===== config.mk =====
export PLATFORM = sky130hd
export DESIGN_NAME = mix_columns_iter
export DESIGN_NICKNAME = d
export VERILOG_FILES = /design/src/rtl/aes_mc_pkg.sv /design/src/rtl/mix_column_word.sv /design/src/rtl/mix_columns_iter.sv
export SDC_FILE = /design/constraint.sdc
export NUM_CORES = 1
export LEC_CHECK = 0
export BUFFER_PORTS_ARGS = -buffer_cell sky130_fd_sc_hd__buf_2
export CORE_MARGIN = 1
export CORE_UTILIZATION = 53
export DETAILED_ROUTE_END_ITERATION = 8
export PLACE_DENSITY = 0.83
export SLEW_MARGIN = 20
export SYNTH_ARGS = -nofsm -noshare
export SYNTH_HDL_FRONTEND = slang
export SYNTH_HIERARCHICAL = 1
export SYNTH_SLANG_ARGS = --single-unit

===== constraint.sdc =====
create_clock -name clk -period 4.2 [get_ports clk]
set_clock_uncertainty 0.05 [all_clocks]
set_input_delay 0.21 -clock clk [delete_from_list [all_inputs] [get_ports clk]]
set_output_delay 0.21 -clock clk [all_outputs]
set_load 0.02 [all_outputs]

===== src/rtl/aes_mc_pkg.sv =====
// Shared types and GF(2^8) helpers for the iterative AES MixColumns block.
// Column 0 of a state sits in the most significant word, row 0 in the top byte.
package aes_mc_pkg;

    localparam logic [7:0] GF_RED = 8'h1B;

    typedef enum logic [1:0] {
        ST_IDLE,
        ST_RUN,
        ST_DONE
    } state_e;

    typedef logic [7:0]        byte_t;
    typedef logic [31:0]       word_t;
    typedef logic [0:3][31:0]  aes_state_t;
    typedef logic [0:3][7:0]   col_bytes_t;

    localparam col_bytes_t FWD_COEF = {8'h02, 8'h03, 8'h01, 8'h01};
    localparam col_bytes_t INV_COEF = {8'h0E, 8'h0B, 8'h0D, 8'h09};

    function automatic byte_t xtime(input byte_t a);
        return {a[6:0], 1'b0} ^ (a[7] ? GF_RED : 8'h00);
    endfunction

    // Multiply by a constant coefficient: folds to an xtime chain plus XORs.
    function automatic byte_t gf_mul_const(input byte_t a, input byte_t k);
        byte_t acc;
        byte_t p;
        acc = '0;
        p   = a;
        for (int i = 0; i < 8; i++) begin
            if (k[i]) acc = acc ^ p;
            p = xtime(p);
        end
        return acc;
    endfunction

endpackage


===== src/rtl/mix_column_word.sv =====
// Combinational MixColumns / InvMixColumns on one 32-bit column.
// With INV_EN=0 the inverse products are never selected and fold away.
module mix_column_word
    import aes_mc_pkg::*;
#(
    parameter bit INV_EN = 1'b1
) (
    input  logic  inv,
    input  word_t col_in,
    output word_t col_out
);

    col_bytes_t a;
    col_bytes_t b_fwd;
    col_bytes_t b_inv;
    logic       inv_sel;

    assign a = col_in;

    if (INV_EN) begin : g_inv
        assign inv_sel = inv;
    end else begin : g_fwd_only
        logic unused_inv;
        assign unused_inv = inv;
        assign inv_sel    = 1'b0;
    end

    // Circulant matrix: row r uses the coefficient vector rotated right by r.
    always_comb begin
        b_fwd = '0;
        b_inv = '0;
        for (int r = 0; r < 4; r++) begin
            for (int k = 0; k < 4; k++) begin
                b_fwd[r] = b_fwd[r] ^ gf_mul_const(a[k], FWD_COEF[(k + 4 - r) % 4]);
                b_inv[r] = b_inv[r] ^ gf_mul_const(a[k], INV_COEF[(k + 4 - r) % 4]);
            end
        end
    end

    assign col_out = inv_sel ? b_inv : b_fwd;

endmodule


===== src/rtl/mix_columns_iter.sv =====
// Iterative AES MixColumns engine: accepts a 128-bit state, transforms
// COLS_PER_CYCLE columns per cycle, then holds the result until taken.
module mix_columns_iter
    import aes_mc_pkg::*;
#(
    parameter int COLS_PER_CYCLE = 1,
    parameter bit INV_EN         = 1'b1
) (
    input  logic         clk,
    input  logic         rst_n,
    input  logic         in_valid,
    output logic         in_ready,
    input  logic [127:0] in_data,
    input  logic         in_inv,
    output logic         out_valid,
    input  logic         out_ready,
    output logic [127:0] out_data
);

    localparam int         C        = COLS_PER_CYCLE;
    localparam logic [1:0] LAST_CNT = 2'(4 - C);

    if (!(C == 1 || C == 2 || C == 4)) begin : g_bad_cpc
        $error("mix_columns_iter: COLS_PER_CYCLE must be 1, 2 or 4");
    end

    state_e     state_q, state_d;
    logic [1:0] cnt_q, cnt_d;
    logic       inv_q, inv_d;
    aes_state_t work_q, work_d;
    aes_state_t out_q, out_d;
    logic       out_valid_q, out_valid_d;
    logic       in_ready_q, in_ready_d;

    word_t col_out [C];

    for (genvar gi = 0; gi < C; gi++) begin : g_col
        logic [1:0] idx;
        assign idx = cnt_q + 2'(gi);
        mix_column_word #(.INV_EN(INV_EN)) u_mcw (
            .inv     (inv_q),
            .col_in  (work_q[idx]),
            .col_out (col_out[gi])
        );
    end

    always_comb begin
        state_d = state_q;
        cnt_d   = cnt_q;
        inv_d   = inv_q;
        work_d  = work_q;
        out_d   = out_q;
        case (state_q)
            ST_IDLE: begin
                if (in_valid) begin
                    work_d  = in_data;
                    inv_d   = INV_EN ? in_inv : 1'b0;
                    cnt_d   = '0;
                    state_d = ST_RUN;
                end
            end
            ST_RUN: begin
                for (int i = 0; i < C; i++) begin
                    work_d[cnt_q + 2'(i)] = col_out[i];
                end
                cnt_d = cnt_q + 2'(C);
                // The result register only changes when a full state is finished.
                if (cnt_q == LAST_CNT) begin
                    out_d   = work_d;
                    state_d = ST_DONE;
                end
            end
            ST_DONE: begin
                if (out_ready) state_d = ST_IDLE;
            end
            default: state_d = ST_IDLE;
        endcase
        out_valid_d = (state_d == ST_DONE);
        in_ready_d  = (state_d == ST_IDLE);
    end

    always_ff @(posedge clk) begin
        if (!rst_n) begin
            state_q     <= ST_IDLE;
            cnt_q       <= '0;
            inv_q       <= 1'b0;
            work_q      <= '0;
            out_q       <= '0;
            out_valid_q <= 1'b0;
            in_ready_q  <= 1'b1;
        end else begin
            state_q     <= state_d;
            cnt_q       <= cnt_d;
            inv_q       <= inv_d;
            work_q      <= work_d;
            out_q       <= out_d;
            out_valid_q <= out_valid_d;
            in_ready_q  <= in_ready_d;
        end
    end

    assign in_ready  = in_ready_q && rst_n;
    assign out_valid = out_valid_q;
    assign out_data  = out_q;

endmodule


# Yosys cells after proc, flatten, opt, wreduce, memory -nomap -nowiden
# Cells that the tools add are included.
# op_classes
bitwise,65
eq_ne,5
order_cmp,2
n_addsub,1
n_reduce_logical,8
n_mux,27
# ops
cell,n
XOR 8 bit,63
one-hot mux 128 bit (2 select lines),1
bitwise mux 128 bit,1
two-way mux 128 bit,1
two-way mux 32 bit,4
binary-select mux 32 bit (select 2 bit),1
demux 32 bit (select 2 bit),1
two-way mux 5 bit,12
two-way mux 2 bit,4
XOR 8 x 5 -> 8 bit,1
"equality test 2 bit, second input constant",3
one-hot mux 2 bit (3 select lines),1
AND reduction 2 bit,3
zero test 2 bit,2
one-hot mux 2 bit (2 select lines),1
">= comparator 3 bit, second input constant",1
"< comparator 3 x 1 -> 1 bit, second input constant",1
NOT 2 -> 3 bit,1
"adder 2 x 1 -> 2 bit, second input constant",1
"equality test 2 x 1 -> 1 bit, second input constant",1
logical AND 1 bit,2
"inequality test 2 bit, second input constant",1
nonzero test 2 bit,1
# word_totals
in_bits,133
regBits,263
output_inout_bits,130

# Depth between registers and ports, before layout
# logic_depth
word_depth,17
depth_mapped,14
ltp_nobuf,10

# Hierarchy
# Netlist, hierarchy kept.
# by_module_without_submodules
module,cells_per_inst,n_inst,seq_area_each_um2,area_each_um2
mix_columns_iter,1325,1,5265.0,12336.8
mix_column_word,309,1,0.0,2747.6

# Least setup slack after synthesis
# Ideal clock, no wire load.
# synth_timing
kind,register to register
startpoint,register cnt_q[1]
endpoint,register work_q[108] (netlist name)
required_ns,4.063
arrival_time_ns,3.591
n_path_buf,3
setup_slack_ns,0.472
stages_incl_launch_ff,14
setup_time_ns,0.087
period_less_slack_ns,3.728
cell_sequence,dfxtp_1 -> buf_2 -> buf_2 -> mux4_2 -> buf_2 -> xnor2_1 -> xnor2_2 -> xnor3_2 -> xnor2_1 -> a21oi_1 -> xnor2_1 -> mux2i_1 -> and2_1 -> o31ai_1
# synth_lines
item,line,text
from (decl),mix_columns_iter.sv:28,"logic [1:0] cnt_q, cnt_d;"
from (signal assigned),mix_columns_iter.sv:93,cnt_q <= cnt_d;
to (signal assigned),mix_columns_iter.sv:95,work_q <= work_d;
to (decl),mix_columns_iter.sv:30,"aes_state_t work_q, work_d;"

==> impl_metrics.toml <==
[clock_network]
clock_sinks = 263
cts_max_level = 1
post-cts-setup-buffers = 0
cts_buffers = 28
clock_latency_ns = 0.57
clkTransAtPathRegs_ns = 0.06
cts_root_buffer = "clkbuf_16"
cts_max_path_buffers = 3
tritoncts = "yes"

[outcome]
status = "completed"

[floorplanning]
rows = 61
dieArea_um2 = 29100
core_area_um2 = 27900
io_pins = 263
die_y_um = 171
start_util_pct = 54.1
die_x_um = 171

[layout]
num-fill-cells = 2083
syn_to_final_growth_pct = 25.9
antennaDiodeCount = 0
nets = 2101
drive_gt1_share_pct = 24.4

[power]
p_per_area_nw_per_um2 = 672
p_leak_nw = 7.51
p_total_mw = 12.8
ir_drop_mv = 0.367

[grt]
grt_pass1_vias = 14600
antenna_found_initial = 3
grt.busiest_layer = "met2"
grt_pass1_wl_mm = 91.1
grt_max_degree = 110
globalRouteMet2Util_pct = 65.0
grt_use_met1_pct = 53.0
groute.usage.overall_pct = 42.3
use_met3_pct = 9.76
grt_overflow = 0

[synth]
yosysUniqueCellTypes = 45
syn_inst = 1634
synth_edf_count = 0
ys_async_sr_fraction_pct = 0
yosysWarnings = 6
syn_area_um2 = 15100
synth_top_flop_cell = "dfxtp_1"
yosysSeqAreaShare_pct = 34.9
synth_seq_cells = 263
avgSynthCellArea_um2 = 9.23
synthesis.nets = 1771

[timing]
setup_tns_ns = 0
layout_min_cycle_time_ns = 4.01
drv_slew = 0
rsz0062_at_grt = "false"
worst_slew_pin_slew_ns = 1.14
fmax_ghz = 0.249
hold_viol = 0
maxSlewHeadroom_pct = 23.4
fin_crit_sh_pct = 95.4
report.final.setup_viol = 0

[setup_path]
start_kind = "flip-flop"
cp.required_ns = 4.62
worstPathArrival_ns = 4.43
cp-end-kind = "flip-flop"
setup.worst_path.class = "reg -> reg"
cp_max_fo = 10

[placement]
numPortBuffers = 262
gp_congestion = 1.01
dpl.hpwl_mm = 43.3

[route]
drc = 0
routed_wirelength_mm = 62.3
via_per_inst = 6.46
vias = 15300
firstDrtPassIters = 7
wl_per_cell_um = 26.4
drt_iter0_markers = 2242
ant_nets = 0

[hold_path]
min_path_type = "in -> reg"

[run]
max-cap-violations = 0
[power by group]
group | total [mW] | internal [mW] | switching, mW
clock network | 2.46 | 1.40 | 1.05
logic | 7.47 | 3.18 | 4.30
registers | 2.84 | 2.65 | 0.187
[sequential cells by signal, indices dropped and copies added, names as in the netlist]
| register | flops |
|---|---|
| out_data | 128 |
| out_valid | 1 |
| state_q | 2 |
| work_q | 128 |
| inv_q | 1 |
| cnt_q | 2 |
| in_ready_q | 1 |
[routing by layer]
layer | vias to the layer above | share of wire (%) | routed length (um)
met3 | 311 | 12 | 7210
met5 | - | 0.063 | 39
met4 | 6 | 7.8 | 4880
li1 | 6528 | - | -
met1 | 7192 | 37 | 23100
met2 | 1217 | 44 | 27200
[stage by stage]
step	cell area (um^2)	cells	setup WS, ns	hold WS (ns)	util (%)
after global routing	19000	2362	0.0346	0.00359	68.2
after detailed placement	17000	2208	0.114	0.394	61.1
after CTS	19000	2362	0.0365	0.00135	68.1
after floorplan	15100	1634	0.472	0.296	-
after global placement	17000	2208	0.254	0.390	61.1
final	19000	2362	0.192	0.0128	68.2
[critical path, cell delays in order (launching register included)]
cell and delay, ns:
dfxtp_2 0.53, buf_4 0.31, mux4_2 0.65, xnor2_1 0.35
buf_4 0.18, xor2_1 0.29, xnor3_1 0.26, mux2i_1 0.17
xor2_1 0.10, xnor2_1 0.57, nand2_1 0.15, a311oi_1 0.29
[worst paths after layout]
check | slack [ns] | start | endpoint | cells after the start
max | 0.19 | cnt_q[1] | out_data[90] | 11
min | 0.01 | in_data[24] | work_q[24] | 3
max reg2reg | 0.19 | cnt_q[1] | out_data[90] | 11
min reg2reg | 0.40 | out_data[11] | out_data[11] | 2
[cell type report]
cell class                 instances  area [um^2]  share of cell area [%]
timing repair buffer             476         3270                    17.2
inverter                           5         21.3                   0.112
multi-input combinational       1190         9060                    47.7
tap                              378          473                    2.49
sequential                       263         5270                    27.7
clock buffer                      44          861                    4.53
clock inverter                     6         50.0                   0.263
[cells by family after synthesis]
logic type	Yosys count	share of synthesized area (%)
xor+xnor	238	15.9
compound gates	437	20.7
flops	263	34.9
buf+inv	181	5.57
simple gates	406	13.0
mux	105	9.63
fa+ha+maj	4	0.332
[placed cells by master (no fill, tap or decap), drive strengths merged, types with 2 or more instances in the layout]
| master | synthesis | final |
|---|---|---|
| buf | 91 | 372 |
| o31ai | 34 | 34 |
| clkinv | 0 | 4 |
| nand2b | 22 | 22 |
| xnor3 | 16 | 16 |
| and3b | 27 | 27 |
| a211oi | 95 | 95 |
| o221ai | 20 | 20 |
| ha | 4 | 4 |
| xnor2 | 179 | 179 |
| inv | 5 | 5 |
| o221a | 32 | 32 |
| a21oi | 93 | 93 |
| o21a | 34 | 34 |
| a311oi | 9 | 9 |
| dlygate4sd3 | 0 | 104 |
| mux4 | 32 | 32 |
| o21ai | 13 | 13 |
| mux2i | 72 | 72 |
| xor2 | 42 | 42 |
| nand2 | 89 | 89 |
| nor2b | 28 | 28 |
| clkbuf | 85 | 44 |
| a31oi | 39 | 39 |
| nor2 | 147 | 147 |
| clkinvlp | 0 | 2 |
| o22ai | 11 | 11 |
| nor3 | 21 | 21 |
| a22oi | 53 | 53 |
| nand3b | 5 | 5 |
| and2 | 31 | 31 |
| nand3 | 34 | 34 |
| dfxtp | 263 | 263 |
[synth_stat cells, types with 38 or more instances]
cell      number  area, um^2
clkbuf_1      85         319
xor2_1        38         333
a211oi_1      95         713
nand2_1       89         334
buf_2         65         325
nor2_1       147         552
mux2i_1       72         721
xnor2_1      174        1520
a22oi_1       53         398
a21oi_1       93         465
a31oi_1       39         244
dfxtp_1      263        5270
[repair_timing]
item	4_1_cts	5_1_grt
hold buffers	104	0
endpoints found under the hold margin	106	0
gates resized for setup	0	5
endpoints found under the setup margin	0	3
Note: power is estimated with default switching activity, not from simulation.
